--- src/rtl/dpi_mailbox_pkg.sv ---
// Shared types and helpers for the host register mailbox.
package dpi_mailbox_pkg;

    typedef enum logic [1:0] {
        IDLE,
        WAIT,
        DONE
    } state_t;

    localparam int          ID_REG       = 0;
    localparam logic [31:0] DEF_ID_VALUE = 32'hD91_0001;

    function automatic logic is_read_only(
        input logic [31:0] addr,
        input int          num_regs
    );
        return (addr == 32'(ID_REG)) ||
               (addr == 32'(num_regs - 1));
    endfunction

endpackage

--- src/rtl/dpi_mailbox_regbank.sv ---
// Register array, free-running cycle counter and read mux.
module dpi_mailbox_regbank
    import dpi_mailbox_pkg::*;
#(
    parameter int          ADDR_W   = 4,
    parameter int          DATA_W   = 32,
    parameter int          NUM_REGS = 8,
    parameter logic [31:0] ID_VALUE = DEF_ID_VALUE
) (
    input  logic                         clk,
    input  logic                         rst,
    input  logic                         commit,
    input  logic                         we,
    input  logic [ADDR_W-1:0]            addr,
    input  logic [DATA_W-1:0]            wdata,
    output logic [DATA_W-1:0]            rdata,
    output logic                         err,
    output logic [NUM_REGS*DATA_W-1:0]   regs_flat
);

    logic [DATA_W-1:0] rw_q [NUM_REGS];
    logic [DATA_W-1:0] view [NUM_REGS];
    logic [DATA_W-1:0] cnt_q;
    logic [DATA_W-1:0] rd_mux;
    logic              bad;
    logic              acc_err;

    always_comb begin
        for (int i = 0; i < NUM_REGS; i++) begin
            view[i] = rw_q[i];
        end
        view[ID_REG]   = DATA_W'(ID_VALUE);
        view[NUM_REGS-1] = cnt_q;
    end

    always_comb begin
        for (int i = 0; i < NUM_REGS; i++) begin
            regs_flat[i*DATA_W +: DATA_W] = view[i];
        end
    end

    always_comb begin
        bad     = 32'(addr) >= 32'(NUM_REGS);
        acc_err = bad || (we && is_read_only(32'(addr), NUM_REGS));
        rd_mux  = '0;
        for (int i = 0; i < NUM_REGS; i++) begin
            if (addr == ADDR_W'(i)) begin
                rd_mux = view[i];
            end
        end
    end

    always_ff @(posedge clk) begin
        if (rst) begin
            cnt_q <= '0;
            rdata <= '0;
            err   <= 1'b0;
            for (int i = 0; i < NUM_REGS; i++) begin
                rw_q[i] <= '0;
            end
        end else begin
            cnt_q <= cnt_q + 1'b1;
            if (commit) begin
                err   <= acc_err;
                rdata <= (acc_err || we) ? '0 : rd_mux;
                // read-only slots never hold writable state
                for (int i = 0; i < NUM_REGS; i++) begin
                    if (we && !acc_err && addr == ADDR_W'(i)) begin
                        rw_q[i] <= wdata;
                    end
                end
            end
        end
    end

endmodule

--- src/rtl/dpi_mailbox_responder.sv ---
// Host-facing req/ack mailbox: latches a request, waits, commits, acks.
module dpi_mailbox_responder
    import dpi_mailbox_pkg::*;
#(
    parameter int          ADDR_W   = 4,
    parameter int          DATA_W   = 32,
    parameter int          NUM_REGS = 8,
    parameter int          WAIT_CYC = 2,
    parameter logic [31:0] ID_VALUE = DEF_ID_VALUE
) (
    input  logic                       clk,
    input  logic                       rst,
    input  logic                       req,
    input  logic                       we,
    input  logic [ADDR_W-1:0]          addr,
    input  logic [DATA_W-1:0]          wdata,
    output logic                       ack,
    output logic [DATA_W-1:0]          rdata,
    output logic                       err,
    output logic [NUM_REGS*DATA_W-1:0] regs_flat,
    output logic                       wr_stb,
    output logic [ADDR_W-1:0]          wr_addr
);

    state_t            state_q, state_d;
    logic [3:0]        wcnt_q, wcnt_d;
    logic              ack_d;
    logic              load;
    logic              commit;
    logic              wr_ok;
    logic              lat_we;
    logic [ADDR_W-1:0] lat_addr;
    logic [DATA_W-1:0] lat_wdata;

    always_comb begin
        wr_ok = lat_we &&
                (32'(lat_addr) < 32'(NUM_REGS)) &&
                !is_read_only(32'(lat_addr), NUM_REGS);
    end

    always_comb begin
        state_d = state_q;
        wcnt_d  = wcnt_q;
        ack_d   = ack;
        load    = 1'b0;
        commit  = 1'b0;
        unique case (state_q)
            IDLE: begin
                if (req) begin
                    load    = 1'b1;
                    wcnt_d  = 4'(WAIT_CYC);
                    state_d = WAIT;
                end
            end
            WAIT: begin
                if (!req) begin
                    state_d = IDLE;
                end else if (wcnt_q == 4'd0) begin
                    commit  = 1'b1;
                    ack_d   = 1'b1;
                    state_d = DONE;
                end else begin
                    wcnt_d = wcnt_q - 4'd1;
                end
            end
            DONE: begin
                if (!req) begin
                    ack_d   = 1'b0;
                    state_d = IDLE;
                end
            end
            default: state_d = IDLE;
        endcase
    end

    always_ff @(posedge clk) begin
        if (rst) begin
            state_q   <= IDLE;
            wcnt_q    <= '0;
            ack       <= 1'b0;
            wr_stb    <= 1'b0;
            wr_addr   <= '0;
            lat_we    <= 1'b0;
            lat_addr  <= '0;
            lat_wdata <= '0;
        end else begin
            state_q <= state_d;
            wcnt_q  <= wcnt_d;
            ack     <= ack_d;
            wr_stb  <= commit && wr_ok;
            if (commit && wr_ok) begin
                wr_addr <= lat_addr;
            end
            if (load) begin
                lat_we    <= we;
                lat_addr  <= addr;
                lat_wdata <= wdata;
            end
        end
    end

    dpi_mailbox_regbank #(
        .ADDR_W   (ADDR_W),
        .DATA_W   (DATA_W),
        .NUM_REGS (NUM_REGS),
        .ID_VALUE (ID_VALUE)
    ) u_regbank (
        .clk       (clk),
        .rst       (rst),
        .commit    (commit),
        .we        (lat_we),
        .addr      (lat_addr),
        .wdata     (lat_wdata),
        .rdata     (rdata),
        .err       (err),
        .regs_flat (regs_flat)
    );

endmodule
--- config.mk ---
export PLATFORM = sky130hd
export DESIGN_NAME = dpi_mailbox_responder
export DESIGN_NICKNAME = d
export VERILOG_FILES = /design/src/rtl/dpi_mailbox_pkg.sv /design/src/rtl/dpi_mailbox_regbank.sv /design/src/rtl/dpi_mailbox_responder.sv
export SDC_FILE = /design/constraint.sdc
export NUM_CORES = 1
export LEC_CHECK = 0
export CAP_MARGIN = 20
export CORE_ASPECT_RATIO = 2
export CORE_MARGIN = 4
export CORE_UTILIZATION = 53
export DETAILED_ROUTE_END_ITERATION = 8
export GPL_TIMING_DRIVEN = 0
export PLACE_DENSITY = 0.85
export SYNTH_ARGS = -nofsm -noshare
export SYNTH_HDL_FRONTEND = slang
export SYNTH_SLANG_ARGS = --single-unit
--- constraint.sdc ---
create_clock -name clk -period 5.03 [get_ports clk]
set_input_delay 0.7545 -clock clk [delete_from_list [all_inputs] [get_ports clk]]
set_output_delay 0.7545 -clock clk [all_outputs]
set_load 0.01 [all_outputs]
# Yosys cells after proc, flatten, opt, wreduce, memory -nomap -nowiden
# Memory sizes are Yosys's and may differ from the RTL's.
# Index checks and enable logic that the tools add are counted.
# Widths: inputs -> output; s select.
[word_totals] out_inout_bits=295 mem_bits_rw=256 memories=1 word_cells=134 in_bits=40 regBits=114
[op_classes] mux=69 reduce_logical=26 n_eq_ne=15 bitwise=8 add_sub_neg=2 n_lt_le_gt_ge=2
[mem_list] name="u_regbank.rw_q" depth=8 width=32 read_ports=6 rd_clocked_by_memory_dff=0 write_ports=8 line_no="dpi_mailbox_regbank.sv:21" rtl="logic [DATA_W-1:0] rw_q [NUM_REGS];"
[op_table] op="$mux 32" n=16
[op_table] op="$mux 1" n=42
[op_table] op="$add 32x1->32 const B" n=1
[op_table] op="$mux 28" n=1
[op_table] op="$eq 4x3->1 const B" n=4
[op_table] op="$logic_and 1x1->1" n=13
[op_table] op="$mux 4" n=3
[op_table] op="$ne 2x2->1 const B" n=5
[op_table] op="$eq 4x2->1 const B" n=2
[op_table] op="$logic_not 4->1" n=2
[op_table] op="$mux 2" n=4
[op_table] op="$or 1x1->1" n=8
[op_table] op="$pmux 4 s2" n=1
[op_table] op="$reduce_and 4->1" n=2
[op_table] op="$pmux 2 s3" n=1
[op_table] op="$eq 4x1->1 const B" n=1
[op_table] op="$ge 4x4->1 const B" n=1
[op_table] op="$lt 4x4->1 const B" n=1
[op_table] op="$reduce_bool 2->1" n=2
[op_table] op="$sub 4x1->4 const B" n=1
[op_table] op="$logic_or 1x1->1" n=3
[op_table] op="$ne 3x3->1 const B" n=1
[op_table] op="$reduce_and 3->1" n=1
[op_table] op="$eq 2x1->1 const B" n=1
[op_table] op="4 further kinds" n=5

# Depth between registers and ports, before layout
[logic_depth] depth_word=12 depth_mapped=8 mapped_depth_nobuf=6

# Modules after synthesis
# A second synthesis with hierarchy kept.
[unflattened] hier_cells=1278 area_unflattened_um2=13256.5
[modules_own_cells] mod="dpi_mailbox_regbank" instances=1 seq_area_each_um2=7066.8 cells_per_inst=1057 area_each_um2=11438.5
[modules_own_cells] mod="dpi_mailbox_responder" instances=1 seq_area_each_um2=980.9 cells_per_inst=221 area_each_um2=1818.0

# Worst setup path before layout
# No wires, ideal clock.
[synth_path] kind="input-to-reg" startpoint="input req" endpoint="memory u_regbank.rw_q[3][0] (enable)" t_arrival_ps=2402 stages=5 path_slack_ps=2234 setup_ps=394 path_buffers=1 required_ps=4636 cell_sequence="nand2b_1 > clkbuf_1 > nor4_1 > nand3_1 > nand2b_1"
[synth_lines] item="start: declaration" line_no="dpi_mailbox_responder.sv:13" rtl="input logic req,"
[synth_lines] item="end: declaration" line_no="dpi_mailbox_regbank.sv:21"

==> impl_metrics.yaml <==
worst_setup_path:
  r2r_slack_ns: 1.91
  endpoint_kind: "register"
  slowest_delay_ns: 0.63
  crit_buf_inv: 3
  criticalPathCategory: "in2reg"
  path_cells: "clkdlybuf4s50_1 > nand2b_1 > clkbuf_1 > nor4_1 > nand3_1 > nand2b_2 > buf_16"
  crit_family: "simple AND/OR/NAND/NOR gates"
  crit_fanout: 17
  critical_path_required_ns: 5.29
  arrival_ns: 3.42
  cp-start-kind: "primary input"
  crit_path_top_delay_cell: "nor4_1"
min_path:
  hp-class: "reg2reg"
pwr:
  leakage_nw: 6.34
  vdd_drop_max_v: 0.000334
  p_per_area_nw_per_um2: 312
  design_power_total_mw: 5.62
timing:
  setup_viol: 0
  min_period_ns: 3.16
  slew-limit-headroom: 0.361
  maxSlewViolCount: 0
  timing.final.ws_setup_ns: 1.87
  clock.fmax_ghz: 0.317
  rsz0062_at_grt: "no"
  hold_violations: 0
  post-route-period-util: 0.628
  fin_worst_skew_ns: 0.0134
  hold-worst-slack_ns: 0.457
  setup_tns_ns: 0
  worst_pin_slew_ns: 0.950
synth:
  yosys.area_share.simple: 0.167
  synth_area_leader_cell: "edfxtp_1"
  synth_compound_area_frac: 0.132
  syn-mean-instance-area_um2: 10.6
  synthFlopType: "edfxtp_1"
  muxShareOfSynthArea: 0.0322
  netlist_area_um2: 13400
  yosys_warnings: 0
  synth.most_common_cell: "nor2_1"
  synth_cells: 1265
  synth_top_family_by_area: "simple AND/OR/NAND/NOR gates"
  synth_xor_area_frac: 0.00915
  synth_area_leaders: "edfxtp_1 (43%), dfxtp_1 (17%), nor2_1 (5.5%)"
  ys_types: 57
  ys_seq_area_frac: 0.601
  synthTopCellsByCount: "nor2_1 (198), edfxtp_1 (192), dfxtp_1 (114)"
  synth_top_area_frac: 0.430
  synthAdderAreaFrac: 0.00187
  synth_edf_count: 192
  async_flop_share: 0
  ys_seq_elements: 306
die:
  die_x_um: 120
  dieArea_um2: 28000
  rows: 82
  core_um2: 25000
  io_pins: 335
  die-height_um: 233
  start_util: 0.535
placement:
  place.detailed.instances: 1939
  gp_congestion: 0.964
  hpwl_um: 37300
  post-place-ws_ns: 1.36
  io_buffers: 302
clock_tree:
  cts_hold_buf: 0
  numCtsBuffers: 27
  clk_latency_ns: 0.57
  cts_tree: "yes"
  cts_resized: 0
  clock_path_buffers: 3
  cts_max_level: 1
  post_cts_buffers: 0
  clk_pin_slew_ns: 0.07
  cts_root_buf: "clkbuf_16"
  numClockSinks: 306
detailed_routing:
  drc: 0
  routed_wl_um: 49900
  first_iter_violations: 1410
  vias: 12133
  ant_nets: 0
  viasPerCell: 6.10
  dr.pass1.iters: 6
  wl_per_cell_um: 25.1
final_layout:
  area_delta_synth_final_pct: 34.5
  instances_no_fill: 1989
  drive_above_1_share: 0.0823
  num_antenna_cells: 0
  layout.nets: 1674
global_routing:
  grt_antenna_before_repair: 1
  first_global_vias: 12187
  grtUsageTotal: 0.346
  grt_overflow: 0
  grt_max_degree: 26
  grt_pass1_wl_um: 72200
run_status:
  status: "finished, final reports clean"
run:
  cap_violations: 0
## final timing paths
| check | endpoint | cells after the start | startpoint |
|---|---|---|---|
| worst max-delay path | u_regbank.rw_q[3][26]$_SDFFCE_PN0P_ | 7 | req |
| worst min-delay path | lat_wdata[26]$_SDFFE_PP0P_ | 2 | lat_wdata[26]$_SDFFE_PP0P_ |
| worst max register to register | u_regbank.rw_q[3][26]$_SDFFCE_PN0P_ | 6 | lat_addr[1]$_SDFFE_PP0P_ |
| worst min register to register | lat_wdata[26]$_SDFFE_PP0P_ | 2 | lat_wdata[26]$_SDFFE_PP0P_ |
## routing by layer
layer | global-route usage | up-vias | part of all wire
met2 | 0.589 | 987 | 0.50
li1 | - | 5197 | -
met5 | 0 | - | 0.00026
met1 | 0.369 | 5686 | 0.30
met3 | 0.0620 | 261 | 0.10
met4 | 0.284 | 2 | 0.097
## cell type report
class / instances / area [µm²]
plain buffers: 123 / 604
clock buffers: 34 / 722
clock inverters: 16 / 181
fillers: 1797 / 7020
inverters: 40 / 150
multi-input cells: 826 / 4720
flip-flops and latches: 306 / 8050
well taps: 336 / 420
repair buffers: 308 / 3170
## cell families after synthesis
| kind of cell | count (synthesis) |
|---|---|
| other | 2 |
| buffers and inverters | 163 |
| XOR/XNOR | 14 |
| AO/OA/AOI/OAI | 266 |
| AND/OR/NAND/NOR | 472 |
| flip-flops | 306 |
| adder cells (fa/ha/maj) | 2 |
| multiplexers | 40 |
## report_power, final
part	total, mW	internal (mW)	switching [mW]	leakage (nW)
Clock	2.15	1.18	0.970	0.437
Sequential	2.82	2.75	0.0731	2.91
Combinational	0.643	0.269	0.374	2.99
Total	5.62	4.20	1.42	6.34
## worst reg2reg max path: stages, from the launching register on
cell	delay, ns
dfxtp_1	0.38
buf_2	0.24
clkbuf_1	0.45
clkbuf_1	0.54
nand3_1	0.39
nand2b_2	0.57
buf_16	0.24
## cells in the final DEF, fill, tap and decap left out, types with 9 or more instances in the layout
master and n:
clkbuf_16 27, a21oi_1 79, a22oi_1 37, nor2_1 198, nand2_1 105, edfxtp_1 192
mux2i_1 15, inv_1 40, a22o_1 19, mux2_2 25, buf_1 12, nor2b_1 19
nand3_1 18, nor4_1 11, or3_1 12, nand2b_1 37, clkbuf_1 66, o21a_1 20
nand4_1 14, nor3_1 11, buf_2 18, o221ai_1 17, conb_1 32, clkdlybuf4s50_1 302
o21ai_0 45, xor2_1 9, dfxtp_1 114, buf_4 32
## per-stage QoR
stage | util | cell area [µm²]
5_1_grt | 0.719 | 18000
2_1_floorplan | - | 13500
4_1_cts | 0.719 | 18000
3_3_place_gp | 0.677 | 17000
6_report | 0.719 | 18000
3_5_place_dp | 0.683 | 17100
## sequential cells by signal, indices dropped and copies added, names as in the netlist, 2 cells and up
| register | flops |
|---|---|
| lat_wdata | 32 |
| u_regbank.rw_q | 192 |
| lat_addr | 4 |
| state_q | 2 |
| wcnt_q | 4 |
| wr_addr | 4 |
| u_regbank.rdata | 32 |
| u_regbank.cnt_q | 32 |
Note: power is estimated with default switching activity, not from simulation.
